[config.mk]
export PLATFORM = sky130hd
export DESIGN_NAME = dw02_mac_seq
export DESIGN_NICKNAME = d
export VERILOG_FILES = /design/src/rtl/dw02_mac_seq.sv
export SDC_FILE = /design/constraint.sdc
export NUM_CORES = 1
export LEC_CHECK = 0
export ABC_AREA = 1
export CAP_MARGIN = 20
export CORE_MARGIN = 1
export CORE_UTILIZATION = 52
export CTS_CLUSTER_DIAMETER = 50
export DETAILED_ROUTE_END_ITERATION = 12
export HOLD_SLACK_MARGIN = 0.03
export PLACE_DENSITY = 0.76
export RECOVER_POWER = 100
export SLEW_MARGIN = 10
export SYNTH_ARGS = -nofsm -noshare
export SYNTH_HDL_FRONTEND = slang
export SYNTH_SLANG_ARGS = --single-unit
[constraint.sdc]
create_clock -name clk -period 4.5 [get_ports clk]
set_input_delay 1.125 -clock clk [delete_from_list [all_inputs] [get_ports clk]]
set_output_delay 1.125 -clock clk [all_outputs]
set_load 0.02 [all_outputs]
[src/rtl/dw02_mac_seq.sv]
// Dot-product sequencer: job setup, streamed MAC, valid/ready result port.
// Optional sticky overflow flag: define DW02_MAC_SEQ_OVF_EN.
module dw02_mac_seq #(
    parameter int A_width   = 8,
    parameter int B_width   = 8,
    parameter int CNT_width = 8
) (
    input  logic                       clk,
    input  logic                       rst_n,
    input  logic                       start,
    input  logic [CNT_width-1:0]       len,
    input  logic                       tc,
    input  logic [A_width+B_width-1:0] acc_init,
    output logic                       busy,
    input  logic                       in_valid,
    output logic                       in_ready,
    input  logic [A_width-1:0]         in_a,
    input  logic [B_width-1:0]         in_b,
    output logic                       out_valid,
    input  logic                       out_ready,
    output logic [A_width+B_width-1:0] out_mac
`ifdef DW02_MAC_SEQ_OVF_EN
    ,
    output logic                       ovf
`endif
);

    localparam int W = A_width + B_width;

    typedef enum logic [1:0] {
        IDLE,
        RUN,
        DONE
    } state_t;

    state_t               state_q, state_d;
    logic [W-1:0]         acc_q, acc_d;
    logic [CNT_width-1:0] cnt_q, cnt_d;
    logic                 tc_q, tc_d;

    logic [W-1:0] a_e, b_e, prod, sum;
    logic         accept;

    // Sign-extending to the full width makes the low W product bits exact
    // for both signed and unsigned operands.
    assign a_e  = {{B_width{tc_q & in_a[A_width-1]}}, in_a};
    assign b_e  = {{A_width{tc_q & in_b[B_width-1]}}, in_b};
    assign prod = a_e * b_e;
    assign sum  = prod + acc_q;

    assign accept = in_valid && (state_q == RUN);

`ifdef DW02_MAC_SEQ_OVF_EN
    logic         ovf_q, ovf_d, ovf_hit;
    logic [W:0]   sum_x;

    assign sum_x   = {tc_q & prod[W-1], prod} + {tc_q & acc_q[W-1], acc_q};
    assign ovf_hit = tc_q ? (sum_x[W] ^ sum_x[W-1]) : sum_x[W];
    assign ovf     = ovf_q;
`endif

    always_comb begin
        state_d = state_q;
        acc_d   = acc_q;
        cnt_d   = cnt_q;
        tc_d    = tc_q;
`ifdef DW02_MAC_SEQ_OVF_EN
        ovf_d   = ovf_q;
`endif
        unique case (state_q)
            IDLE: begin
                if (start) begin
                    acc_d   = acc_init;
                    cnt_d   = len;
                    tc_d    = tc;
`ifdef DW02_MAC_SEQ_OVF_EN
                    ovf_d   = 1'b0;
`endif
                    state_d = (len == '0) ? DONE : RUN;
                end
            end
            RUN: begin
                if (accept) begin
                    acc_d = sum;
                    cnt_d = cnt_q - 1'b1;
`ifdef DW02_MAC_SEQ_OVF_EN
                    if (ovf_hit) ovf_d = 1'b1;
`endif
                    if (cnt_q == CNT_width'(1)) state_d = DONE;
                end
            end
            DONE: begin
                if (out_ready) state_d = IDLE;
            end
            default: state_d = IDLE;
        endcase
    end

    always_ff @(posedge clk or negedge rst_n) begin
        if (!rst_n) begin
            state_q <= IDLE;
            acc_q   <= '0;
            cnt_q   <= '0;
            tc_q    <= 1'b0;
        end else begin
            state_q <= state_d;
            acc_q   <= acc_d;
            cnt_q   <= cnt_d;
            tc_q    <= tc_d;
        end
    end

`ifdef DW02_MAC_SEQ_OVF_EN
    always_ff @(posedge clk or negedge rst_n) begin
        if (!rst_n) ovf_q <= 1'b0;
        else        ovf_q <= ovf_d;
    end
`endif

    assign busy      = (state_q != IDLE);
    assign in_ready  = (state_q == RUN);
    assign out_valid = (state_q == DONE);
    assign out_mac   = out_valid ? acc_q : '0;

endmodule
==> out/summary.txt <==
YOSYS
--------------------------------------------------------------------------------------------------------
Number of warnings printed during yosys synthesis .........................................            0
Mean Syn Cell Area ........................................................................     7.41 um2
Number of enable-type register cells in the synthesized netlist ...........................            0
Synth Net Count ...........................................................................          852
Async set-or-reset flop fraction in the synthesized netlist ...............................         100%
Yosys top cell by area .................................................................... sky130_fd_sc_hd__fa_1
Most numerous cell in the Yosys netlist ................................................... sky130_fd_sc_hd__inv_1
Top cells by area in the synthesized netlist .............................................. sky130_fd_sc_hd__fa_1 (29%), sky130_fd_sc_hd__dfrtp_1 (13%), sky130_fd_sc_hd__inv_1 (13%)
Fraction of the yosys area taken by sequential cells ......................................        13.3%
Prevailing post-synth register cell ....................................................... sky130_fd_sc_hd__dfrtp_1
Area of the mapped netlist ................................................................     5090 um2
Post-synthesis register bit count .........................................................           27
Cells after synthesis .....................................................................          687
Share of the synthesized area in the top cell type ........................................        29.1%
Synth top cells by count .................................................................. sky130_fd_sc_hd__inv_1 (171), sky130_fd_sc_hd__nand2_1 (146), sky130_fd_sc_hd__fa_1 (74), sky130_fd_sc_hd__nor2_1 (60), sky130_fd_sc_hd__ha_1 (45)
Unique cell type count in the Yosys netlist ...............................................           37

CRITICAL PATH
--------------------------------------------------------------------------------------------------------
Delay-heaviest family, CP .................................................................  adder cells
Required time at the worst-slack endpoint .................................................      4710 ps
Critical path class .......................................................................       in2reg
Crit path max-delay cell type ............................................................. sky130_fd_sc_hd__fa_1
Critical path startpoint category ......................................................... primary input
CP most frequent cell ..................................................................... sky130_fd_sc_hd__fa_1
Crit-path max cell delay ..................................................................       530 ps
Maximum fanout along the worst path .......................................................            5
Crit path capture type ....................................................................         flop
Number of buffers and inverters on the critical path ......................................            5
Worst-path cell chain ..................................................................... buf_6 -> buf_4 -> nand2_2 -> inv_2 -> fa_1 -> fa_1 -> fa_1 -> fa_1 -> inv_2 -> fa_1 -> inv_2 -> ha_4 -> nand2_4 -> nor2_4 -> nand3_2 -> nand3b_1 -> xor2_2 -> nor2_1 -> o21ai_1
Critical path data arrival time ...........................................................      5320 ps

STATUS
--------------------------------------------------------------------------------------------------------
Outcome ................................................................................... finished with violations
Violations in the final reports ........................................................... capacitance limit, slew limit, setup timing

FLOORPLAN
--------------------------------------------------------------------------------------------------------
Number of rows in the core area ...........................................................           35
Initial Utilization .......................................................................        54.3%
Die Wd ....................................................................................       101 um
Floorplan die height ......................................................................       101 um
Core area .................................................................................     9370 um2
DIE AREA ..................................................................................    10200 um2
Top-Level Pins ............................................................................           65

DETAILED ROUTING
--------------------------------------------------------------------------------------------------------
Iteration count of the initial detailed-routing pass ......................................            4
Residual DRC count ........................................................................            0
DR WL/cell ................................................................................      14.4 um
Count of nets left with antenna violations after detail routing ...........................            0
Per-cell via count in the routed design ...................................................         5.11
Vias after detailed routing ...............................................................         4780
Final Routed Wirelength ...................................................................     13500 um
DRT iter0 DRCs ............................................................................          190

STA
--------------------------------------------------------------------------------------------------------
Post-route setup TNS ......................................................................     -5760 ps
Worst setup margin ........................................................................      -616 ps
Final Critical Period .....................................................................      5120 ps
Max-slew violation count ..................................................................           28
FMAX ......................................................................................      195 MHz
Final period utilization ..................................................................         114%
Slew at the pin closest to its max-slew limit .............................................      1530 ps
Final hold viol count .....................................................................            0
Final Hold Slack ..........................................................................       544 ps
Final setup violating endpoints ...........................................................           12
Worst slew slack as a fraction of its limit ...............................................       -2.16%
Max Clock Skew ............................................................................      6.10 ps
Unrepaired setup endpoints after global routing ...........................................          yes

CLOCK TREE
--------------------------------------------------------------------------------------------------------
Max Root-Sink Buffers .....................................................................            2
CTS Root Buffer Type ...................................................................... sky130_fd_sc_hd__clkbuf_8
TritonCTS sink count ......................................................................           27
Post-CTS clock slew at the launch and capture registers of the worst setup and hold paths .        90 ps
Total clock buffers created by CTS ........................................................            3
TritonCTS clock tree ......................................................................        built
Clock latency on the worst-skew pair ......................................................       280 ps
Count of hold buffers inserted by post-cts repair .........................................            0
CTS H-tree depth ..........................................................................            1

PLACED DESIGN
--------------------------------------------------------------------------------------------------------
Total instance count after detailed placement .............................................          912
Half-perimeter wire length of the detailed placement result ...............................     10900 um
Placer Congestion .........................................................................        0.907
Number of port buffers ....................................................................           64

FINISH
--------------------------------------------------------------------------------------------------------
Area growth from synthesis to layout ......................................................        40.1%
Area taken by multi-input logic gates .....................................................     4200 um2
Filler Cells Inserted .....................................................................          713
Final core occ ............................................................................        76.2%
Number of standard cells in the final layout excluding fillers ............................          936
Antenna diode count .......................................................................            0
Share of post-route cells with drive strength above 1 .....................................        25.8%
Net count reported at finish ..............................................................          973
Storage element area ......................................................................      676 um2

GLOBAL ROUTE
--------------------------------------------------------------------------------------------------------
Total routing resource utilization after global routing ...................................        27.8%
Via count of the first global-routing pass ................................................         4813
Wire length of the first global-routing pass ..............................................     22300 um
Final global-route overflow total .........................................................            0
Number of antenna violations at the first check in global routing .........................            0
Largest net degree at the start of global routing .........................................           43

HOLD PATH
--------------------------------------------------------------------------------------------------------
Tightest Hold Check Type ..................................................................      reg2reg

FLOW RUN
--------------------------------------------------------------------------------------------------------
Number of max-cap violations ..............................................................            1

-- layout by cell type, fill, tap and decap left out, types with 4 or more instances in the layout --
master                            instances
sky130_fd_sc_hd__ha_4                    13
sky130_fd_sc_hd__buf_12                   8
sky130_fd_sc_hd__o21ai_1                 12
sky130_fd_sc_hd__nand2_4                 11
sky130_fd_sc_hd__nand3_2                  5
sky130_fd_sc_hd__xor2_1                   5
sky130_fd_sc_hd__nor2_1                  51
sky130_fd_sc_hd__a21oi_4                  6
sky130_fd_sc_hd__fa_1                    72
sky130_fd_sc_hd__o211ai_2                 4
sky130_fd_sc_hd__a31oi_1                  5
sky130_fd_sc_hd__o22ai_1                  9
sky130_fd_sc_hd__clkdlybuf4s50_1         28
sky130_fd_sc_hd__dfrtp_1                 27
sky130_fd_sc_hd__nor2_2                   6
sky130_fd_sc_hd__nand3_1                 21
sky130_fd_sc_hd__nor2_4                   5
sky130_fd_sc_hd__a21oi_1                  9
sky130_fd_sc_hd__o21ai_0                 17
sky130_fd_sc_hd__nand2_2                 13
sky130_fd_sc_hd__inv_2                   23
sky130_fd_sc_hd__buf_6                   25
sky130_fd_sc_hd__ha_1                    32
sky130_fd_sc_hd__dlygate4sd3_1           20
sky130_fd_sc_hd__buf_4                   53
sky130_fd_sc_hd__nand2_1                120
sky130_fd_sc_hd__inv_1                  151
-- state kept, by name, summed over array words and instances (netlist names) --
name     count
acc_q       16
cnt_q        8
state_q      2
tc_q         1
-- final timing paths --
| check | startpoint | to | slack [ps] | depth (start not counted) |
|---|---|---|---|---|
| setup / recovery | in_a[3] | acc_q[11] | -620 | 19 |
| hold / removal | cnt_q[5] | cnt_q[5] | 540 | 2 |
| setup reg to reg | tc_q | acc_q[11] | -250 | 20 |
| hold reg to reg | cnt_q[5] | cnt_q[5] | 540 | 2 |
| max in group asynchronous | rst_n | acc_q[13] | 1870 | 2 |
| min in group asynchronous | rst_n | cnt_q[2] | 1750 | 2 |
-- through the flow --
stage / cell area, um2 / setup slack [ps]
2_1_floorplan: 5510 / -629
3_3_place_gp: 6470 / -1440
3_5_place_dp: 6470 / -1500
4_1_cts: 6930 / -608
5_1_grt: 7140 / -759
6_report: 7140 / -616
-- final cells by class --
type,count,share of cell area [%]
clock buffer,3,0.579
clock inverter,1,0.0701
inverter,176,9.33
multi-input combinational,458,58.9
sequential,27,9.47
tap,129,2.26
timing repair buffer,142,19.4
-- routing by layer --
metal / track usage (%) / part of all wire, %
met1: 38.3 / 43
met3: 2.29 / 4.9
met4: 6.02 / 2.1
met2: 48.1 / 50
met5: 0 / 0
-- repair_timing --
action | in CTS | in global routing
setup buffers | 15 | 7
pin swaps | 59 | 55
hold endpoints to repair | 0 | 0
setup endpoints to repair | 12 | 12
gates resized for setup | 163 | 53
-- kinds of logic after synthesis --
family,after synthesis,share of synthesized area (%)
adders and majority gates,119,40.1
and+or+nand+nor,252,20.3
DFF,27,13.3
AOI/OAI and AO/OA,76,8.82
buffers and inverters,202,15.6
xor gates and xnor gates,11,1.89
-- worst min-delay path, stage by stage (launching register included) --
cell and delay (ps):
sky130_fd_sc_hd__dfrtp_1 390, sky130_fd_sc_hd__nand2_1 70, sky130_fd_sc_hd__nand2_1 60
Power is left out: the tool's default activity adds up to more than one toggle a clock period on the data nets, which glitch-free logic cannot reach.
